==> config.mk <==
export PLATFORM = sky130hd
export DESIGN_NAME = board_renderer
export DESIGN_NICKNAME = d
export VERILOG_FILES = /design/src/rtl/tetris_pkg.sv /design/src/rtl/pixel_cell_decode.sv /design/src/rtl/board_renderer.sv
export SDC_FILE = /design/constraint.sdc
export NUM_CORES = 1
export LEC_CHECK = 0
export BUFFER_PORTS_ARGS = -buffer_cell sky130_fd_sc_hd__buf_2
export CAP_MARGIN = 20
export CORE_UTILIZATION = 45
export DETAILED_ROUTE_END_ITERATION = 8
export GPL_TIMING_DRIVEN = 0
export PLACE_DENSITY = 0.67
export SYNTH_ARGS = -nofsm -noshare
export SYNTH_HDL_FRONTEND = slang
export SYNTH_SLANG_ARGS = --single-unit
==> constraint.sdc <==
create_clock -name Clk -period 6.3 [get_ports Clk]
set_clock_uncertainty 0.05 [all_clocks]
set_input_delay 1.26 -clock Clk [delete_from_list [all_inputs] [get_ports Clk]]
set_output_delay 1.26 -clock Clk [all_outputs]
set_load 0.03 [all_outputs]
==> src/rtl/tetris_pkg.sv <==
// Shared board geometry, color codes and region encoding for the playfield renderer.
package tetris_pkg;

    localparam int unsigned BOARD_COLS = 10;
    localparam int unsigned BOARD_ROWS = 20;
    localparam int unsigned CELL_PX    = 16;
    localparam int unsigned SCREEN_W   = 640;
    localparam int unsigned SCREEN_H   = 480;

    localparam logic [3:0] COL_BG     = 4'hf;
    localparam logic [3:0] COL_BORDER = 4'hc;
    localparam logic [3:0] COL_GRID   = 4'hd;

    typedef enum logic [1:0] {
        RegOutside,
        RegBorder,
        RegInterior
    } region_e;

endpackage

==> src/rtl/pixel_cell_decode.sv <==
// Combinational map from a screen pixel to its board region, cell and in-cell offset.
module pixel_cell_decode
    import tetris_pkg::*;
#(
    parameter int unsigned ORIGIN_X  = 240,
    parameter int unsigned ORIGIN_Y  = 80,
    parameter int unsigned BORDER_PX = 8
) (
    input  logic [9:0] draw_x_i,
    input  logic [9:0] draw_y_i,
    output region_e    region_o,
    output logic [3:0] col_o,
    output logic [4:0] row_o,
    output logic [3:0] off_x_o,
    output logic [3:0] off_y_o
);

    logic [9:0] rel_x;
    logic [9:0] rel_y;
    logic       on_screen;
    logic       in_x;
    logic       in_y;
    logic       ring_x;
    logic       ring_y;

    assign rel_x = draw_x_i - 10'(ORIGIN_X);
    assign rel_y = draw_y_i - 10'(ORIGIN_Y);

    assign on_screen = (draw_x_i < 10'(SCREEN_W)) && (draw_y_i < 10'(SCREEN_H));

    // Interior test guards against the subtraction wrapping when left of / above the origin.
    assign in_x = (draw_x_i >= 10'(ORIGIN_X)) && (rel_x < 10'(BOARD_COLS * CELL_PX));
    assign in_y = (draw_y_i >= 10'(ORIGIN_Y)) && (rel_y < 10'(BOARD_ROWS * CELL_PX));

    assign ring_x = (({1'b0, draw_x_i} + 11'(BORDER_PX)) >= 11'(ORIGIN_X)) &&
                    ({1'b0, draw_x_i} < 11'(ORIGIN_X + BOARD_COLS * CELL_PX + BORDER_PX));
    assign ring_y = (({1'b0, draw_y_i} + 11'(BORDER_PX)) >= 11'(ORIGIN_Y)) &&
                    ({1'b0, draw_y_i} < 11'(ORIGIN_Y + BOARD_ROWS * CELL_PX + BORDER_PX));

    always_comb begin
        region_o = RegOutside;
        col_o    = '0;
        row_o    = '0;
        off_x_o  = '0;
        off_y_o  = '0;
        if (on_screen && in_x && in_y) begin
            region_o = RegInterior;
            col_o    = rel_x[7:4];
            row_o    = rel_y[8:4];
            off_x_o  = rel_x[3:0];
            off_y_o  = rel_y[3:0];
        end else if (on_screen && ring_x && ring_y) begin
            region_o = RegBorder;
        end
    end

endmodule

==> src/rtl/board_renderer.sv <==
// Two-stage pixel pipeline: decode + RAM address in stage 1, color select in stage 2,
// with the falling piece overlaid from registers latched once per frame.
module board_renderer
    import tetris_pkg::*;
#(
    parameter int unsigned ORIGIN_X  = 240,
    parameter int unsigned ORIGIN_Y  = 80,
    parameter int unsigned BORDER_PX = 8
) (
    input  logic        Clk,
    input  logic        Reset,
    input  logic [9:0]  DrawX,
    input  logic [9:0]  DrawY,
    input  logic        frame_start,
    input  logic [3:0]  piece_x,
    input  logic [4:0]  piece_y,
    input  logic [15:0] piece_mask,
    input  logic [3:0]  piece_color,
    output logic [7:0]  board_addr,
    input  logic [3:0]  board_rdata,
    output logic [3:0]  color
);

    region_e    dec_region;
    logic [3:0] dec_col;
    logic [4:0] dec_row;
    logic [3:0] dec_off_x;
    logic [3:0] dec_off_y;

    pixel_cell_decode #(
        .ORIGIN_X  (ORIGIN_X),
        .ORIGIN_Y  (ORIGIN_Y),
        .BORDER_PX (BORDER_PX)
    ) u_decode (
        .draw_x_i (DrawX),
        .draw_y_i (DrawY),
        .region_o (dec_region),
        .col_o    (dec_col),
        .row_o    (dec_row),
        .off_x_o  (dec_off_x),
        .off_y_o  (dec_off_y)
    );

    logic [3:0]  sh_x_q;
    logic [4:0]  sh_y_q;
    logic [15:0] sh_mask_q;
    logic [3:0]  sh_color_q;

    // Piece state only moves at frame_start so a frame never shows a half-updated piece.
    always_ff @(posedge Clk) begin
        if (Reset) begin
            sh_x_q     <= '0;
            sh_y_q     <= '0;
            sh_mask_q  <= '0;
            sh_color_q <= '0;
        end else if (frame_start) begin
            sh_x_q     <= piece_x;
            sh_y_q     <= piece_y;
            sh_mask_q  <= piece_mask;
            sh_color_q <= piece_color;
        end
    end

    logic       cover_d;
    logic [4:0] cell_col;
    logic [5:0] cell_row;

    // Widened sums so a piece hanging off the right or bottom is clipped, not wrapped.
    always_comb begin
        cover_d  = 1'b0;
        cell_col = '0;
        cell_row = '0;
        for (int dy = 0; dy < 4; dy++) begin
            for (int dx = 0; dx < 4; dx++) begin
                cell_col = {1'b0, sh_x_q} + 5'(dx);
                cell_row = {1'b0, sh_y_q} + 6'(dy);
                if (sh_mask_q[4 * dy + dx] &&
                    (cell_col < 5'(BOARD_COLS)) && (cell_row < 6'(BOARD_ROWS)) &&
                    (cell_col == {1'b0, dec_col}) && (cell_row == {1'b0, dec_row})) begin
                    cover_d = 1'b1;
                end
            end
        end
    end

    logic [7:0] addr_d;
    logic       grid_d;

    always_comb begin
        addr_d = '0;
        if (dec_region == RegInterior) begin
            addr_d = ({3'b000, dec_row} << 3) + ({3'b000, dec_row} << 1) + {4'b0000, dec_col};
        end
        grid_d = (dec_off_x == 4'hf) || (dec_off_y == 4'hf);
    end

    region_e region_q;
    logic    grid_q;
    logic    cover_q;

    always_ff @(posedge Clk) begin
        if (Reset) begin
            region_q   <= RegOutside;
            grid_q     <= 1'b0;
            cover_q    <= 1'b0;
            board_addr <= '0;
        end else begin
            region_q   <= dec_region;
            grid_q     <= grid_d;
            cover_q    <= cover_d && (dec_region == RegInterior);
            board_addr <= addr_d;
        end
    end

    logic [3:0] color_d;

    always_comb begin
        color_d = COL_BG;
        case (region_q)
            RegInterior: begin
                if (grid_q) begin
                    color_d = COL_GRID;
                end else if (cover_q) begin
                    color_d = sh_color_q;
                end else begin
                    color_d = board_rdata;
                end
            end
            RegBorder: color_d = COL_BORDER;
            default:   color_d = COL_BG;
        endcase
    end

    always_ff @(posedge Clk) begin
        if (Reset) begin
            color <= COL_BG;
        end else begin
            color <= color_d;
        end
    end

endmodule
==> metrics.txt <==
P_sw=0.225 mW; H-tree depth=2; RSZ-0062 raised after global routing=no; number of flops mapped to enable cells by yosys=0; Maximum Capacitance Violations=0; share of power burned in the clock network=31.5%; CTS max path bufs=2; Syn Inst Count=439; Endpoint, Worst Hold=sh_mask_q[6]; Synth top area share=24.1%; setup_tns=0 ns; Reg clk slew, reported paths=0.09 ns; Main synth FF type=dfxtp_1; FP Rows=32; CP Data Arrival Time=5.43 ns; max-slew violation count=0; Comb pwr share=27.0%; cells resized by post-CTS repair=0; r2r worst-path depth=12; crit path time final=5.29 ns; reg2reg end=cover_q; Synth Register Bits=45; layout cells sized above 1=20.9%; Design Area, Final=4300 sq um; # setup viols final=0; Total GRT Usage=22.2%; count leader, synth=nor2_1; Tcrit/Tclk final=84.0%; CTS tree=yes; largest net degree at the start of global routing=15; ys async rst share=0%; total power=0.733 mW; synthesized area=3740 sq um; Slew headroom=44.1%; worst path required time=6.43 ns; DRC=0; via count=3434; Post-synth top cells=57 x nor2_1, 45 x dfxtp_1, 32 x mux2i_1, 28 x ha_1, 24 x nand2_1; fmax=0.189 GHz; Mapped Avg Cell Area=8.53 sq um; Synth cell types=71; crit path max fanout=11; Final GP Congestion=0.891; type of origin of the critical path=input port; outcome=completed; port buffer count=61; Sw Ratio=30.8%; worst vdd ir=0.000116 V; GRT Residual Overflow=0; CTS Hold Bufs=0; Initial Utilization=47.5%; yosys warns=0; Antenna diodes=0; drt first pass iters=5; Flop pwr share=41.6%; clk_lat worst skew=0.30 ns; vias per cell=5.63; die area=8690 sq um; kind of critical path=input port to flop; antenna violations before repair=0; post-route insts no fill=610; Final Hold Fails=0; min-delay src=sh_mask_q[6]; post-synth net total=525; Pint=0.508 mW; first-pass GRT wire length=15300 um; CTS sink cnt=45; r2r setup slk=2.81 ns; # nets final=593; pre-CTS setup slack=0.731 ns; Placeable Area=7890 sq um; Lkg Pwr=1.88 nW; I/O pin count=68; hold path depth=2; Post-DP HPWL=7120 um; Post-DRT Antenna Nets=0; Root Driver=clkbuf_8; post-route worst setup slack=1.01 ns; post-route core utilization=54.5%; drt first-iter violations=160; worst r2r src=sh_x_q[0]; Post-CTS Setup Bufs=0; slew at the pin closest to its max-slew limit=0.832 ns; Worst Hold Class=flop to flop; vias in the first global route=3273; Syn-to-layout area delta=14.8%; Area contributors post-synth=dfxtp_1 24%, ha_1 9.4%, mux2i_1 8.6%; WL/cell=15.0 um; Crit. End Element=flop; Filler cells=742; TritonCTS Buffers=5; DP Area=4180 sq um; WL final=9130 um; CP Launch Point=DrawY[4]; die width=93.2 um; Min Hold Slack=0.452 ns; Post-Place Cells=602; Die Height=93.2 um; Seq/Total Area, Yosys=24.1%; Power Density=171 nW/um^2; Synth area leader=dfxtp_1
==> critical path, stage by stage <==
cell and delay [ns]:
buf_2 0.21, inv_1 0.17, ha_1 0.27, or4b_4 0.58
a32oi_4 0.23, o311a_2 0.34, nand2_2 0.09, buf_6 0.19
nor2_1 0.37, fa_1 0.54, ha_1 0.32, a21o_1 0.18
a21o_1 0.19, a21o_1 0.17, a21oi_1 0.16, xnor2_1 0.13
nor2_1 0.05
==> cell type report <==
cell class	instances	area, sq um	area share [%]
well taps	102	128	2.97
flip-flops and latches	45	901	21.0
multi-input cells	341	2600	60.5
plain buffers	30	155	3.61
clock inverters	2	37.5	0.874
repair buffers	61	305	7.11
inverters	23	86.3	2.01
clock buffers	6	82.6	1.92
==> kinds of logic after synthesis <==
group,after synthesis,share of synthesized area (%)
buf+inv,53,6.45
simple gates,143,19.7
fa+ha+maj,30,10.4
compound gates,93,19.9
mux,37,10.1
xor+xnor,38,9.39
flops,45,24.1
==> placed cells by master, fill, tap and decap left out, drive strengths merged, types with 4 or more instances in the layout <==
cell,netlist,routed
clkbuf,17,23
a211oi,6,6
nor3,9,9
buf,13,74
mux2,5,5
xnor2,18,18
dfxtp,45,45
o32ai,7,7
inv,23,23
nor4,4,4
a21oi,18,18
nand3,12,12
mux2i,32,32
ha,28,28
and2,4,4
o21ai,9,9
nand2,25,25
a31oi,11,11
a21o,4,4
nor2,59,59
a22oi,6,6
nand3b,5,5
nand4,4,4
nand2b,7,7
a311oi,5,5
o22ai,4,4
xor2,19,19
==> metal layers <==
metal  share of wire (%)  wire length, um  GRT usage, %  vias to the layer above
met5                   0                0             0                        -
met4                 2.2              197          7.31                        0
met3                 4.1              374          4.15                       18
met2                  47             4290          36.6                       98
met1                  47             4260          29.0                     1599
li1                    -                -             -                     1719
==> registers in the layout, indices dropped and copies added (netlist names) <==
| register | cells |
|---|---|
| grid_q | 1 |
| sh_color_q | 4 |
| color | 4 |
| cover_q | 1 |
| sh_y_q | 5 |
| sh_x_q | 4 |
| sh_mask_q | 16 |
| region_q | 2 |
| board_addr | 8 |
==> power groups by stage <==
stage          registers, mW  logic (mW)  clock network [mW]
2_1_floorplan          0.310       0.143                   0
3_3_place_gp           0.311       0.191                   0
3_5_place_dp           0.311       0.195                   0
4_1_cts                0.305       0.197               0.236
5_1_grt                0.306       0.219               0.250
6_report               0.305       0.198               0.231
==> how the worst max path moves through the flow <==
stage	endpoint	slack (ns)	cells after the start
after floorplan	board_addr[7]	1.36	16
after global placement	board_addr[7]	0.73	17
after detailed placement	board_addr[7]	0.73	17
after CTS	board_addr[7]	1.05	17
after global routing	board_addr[7]	0.82	17
final	board_addr[7]	1.01	17
Note: power is estimated with default switching activity, not from simulation.
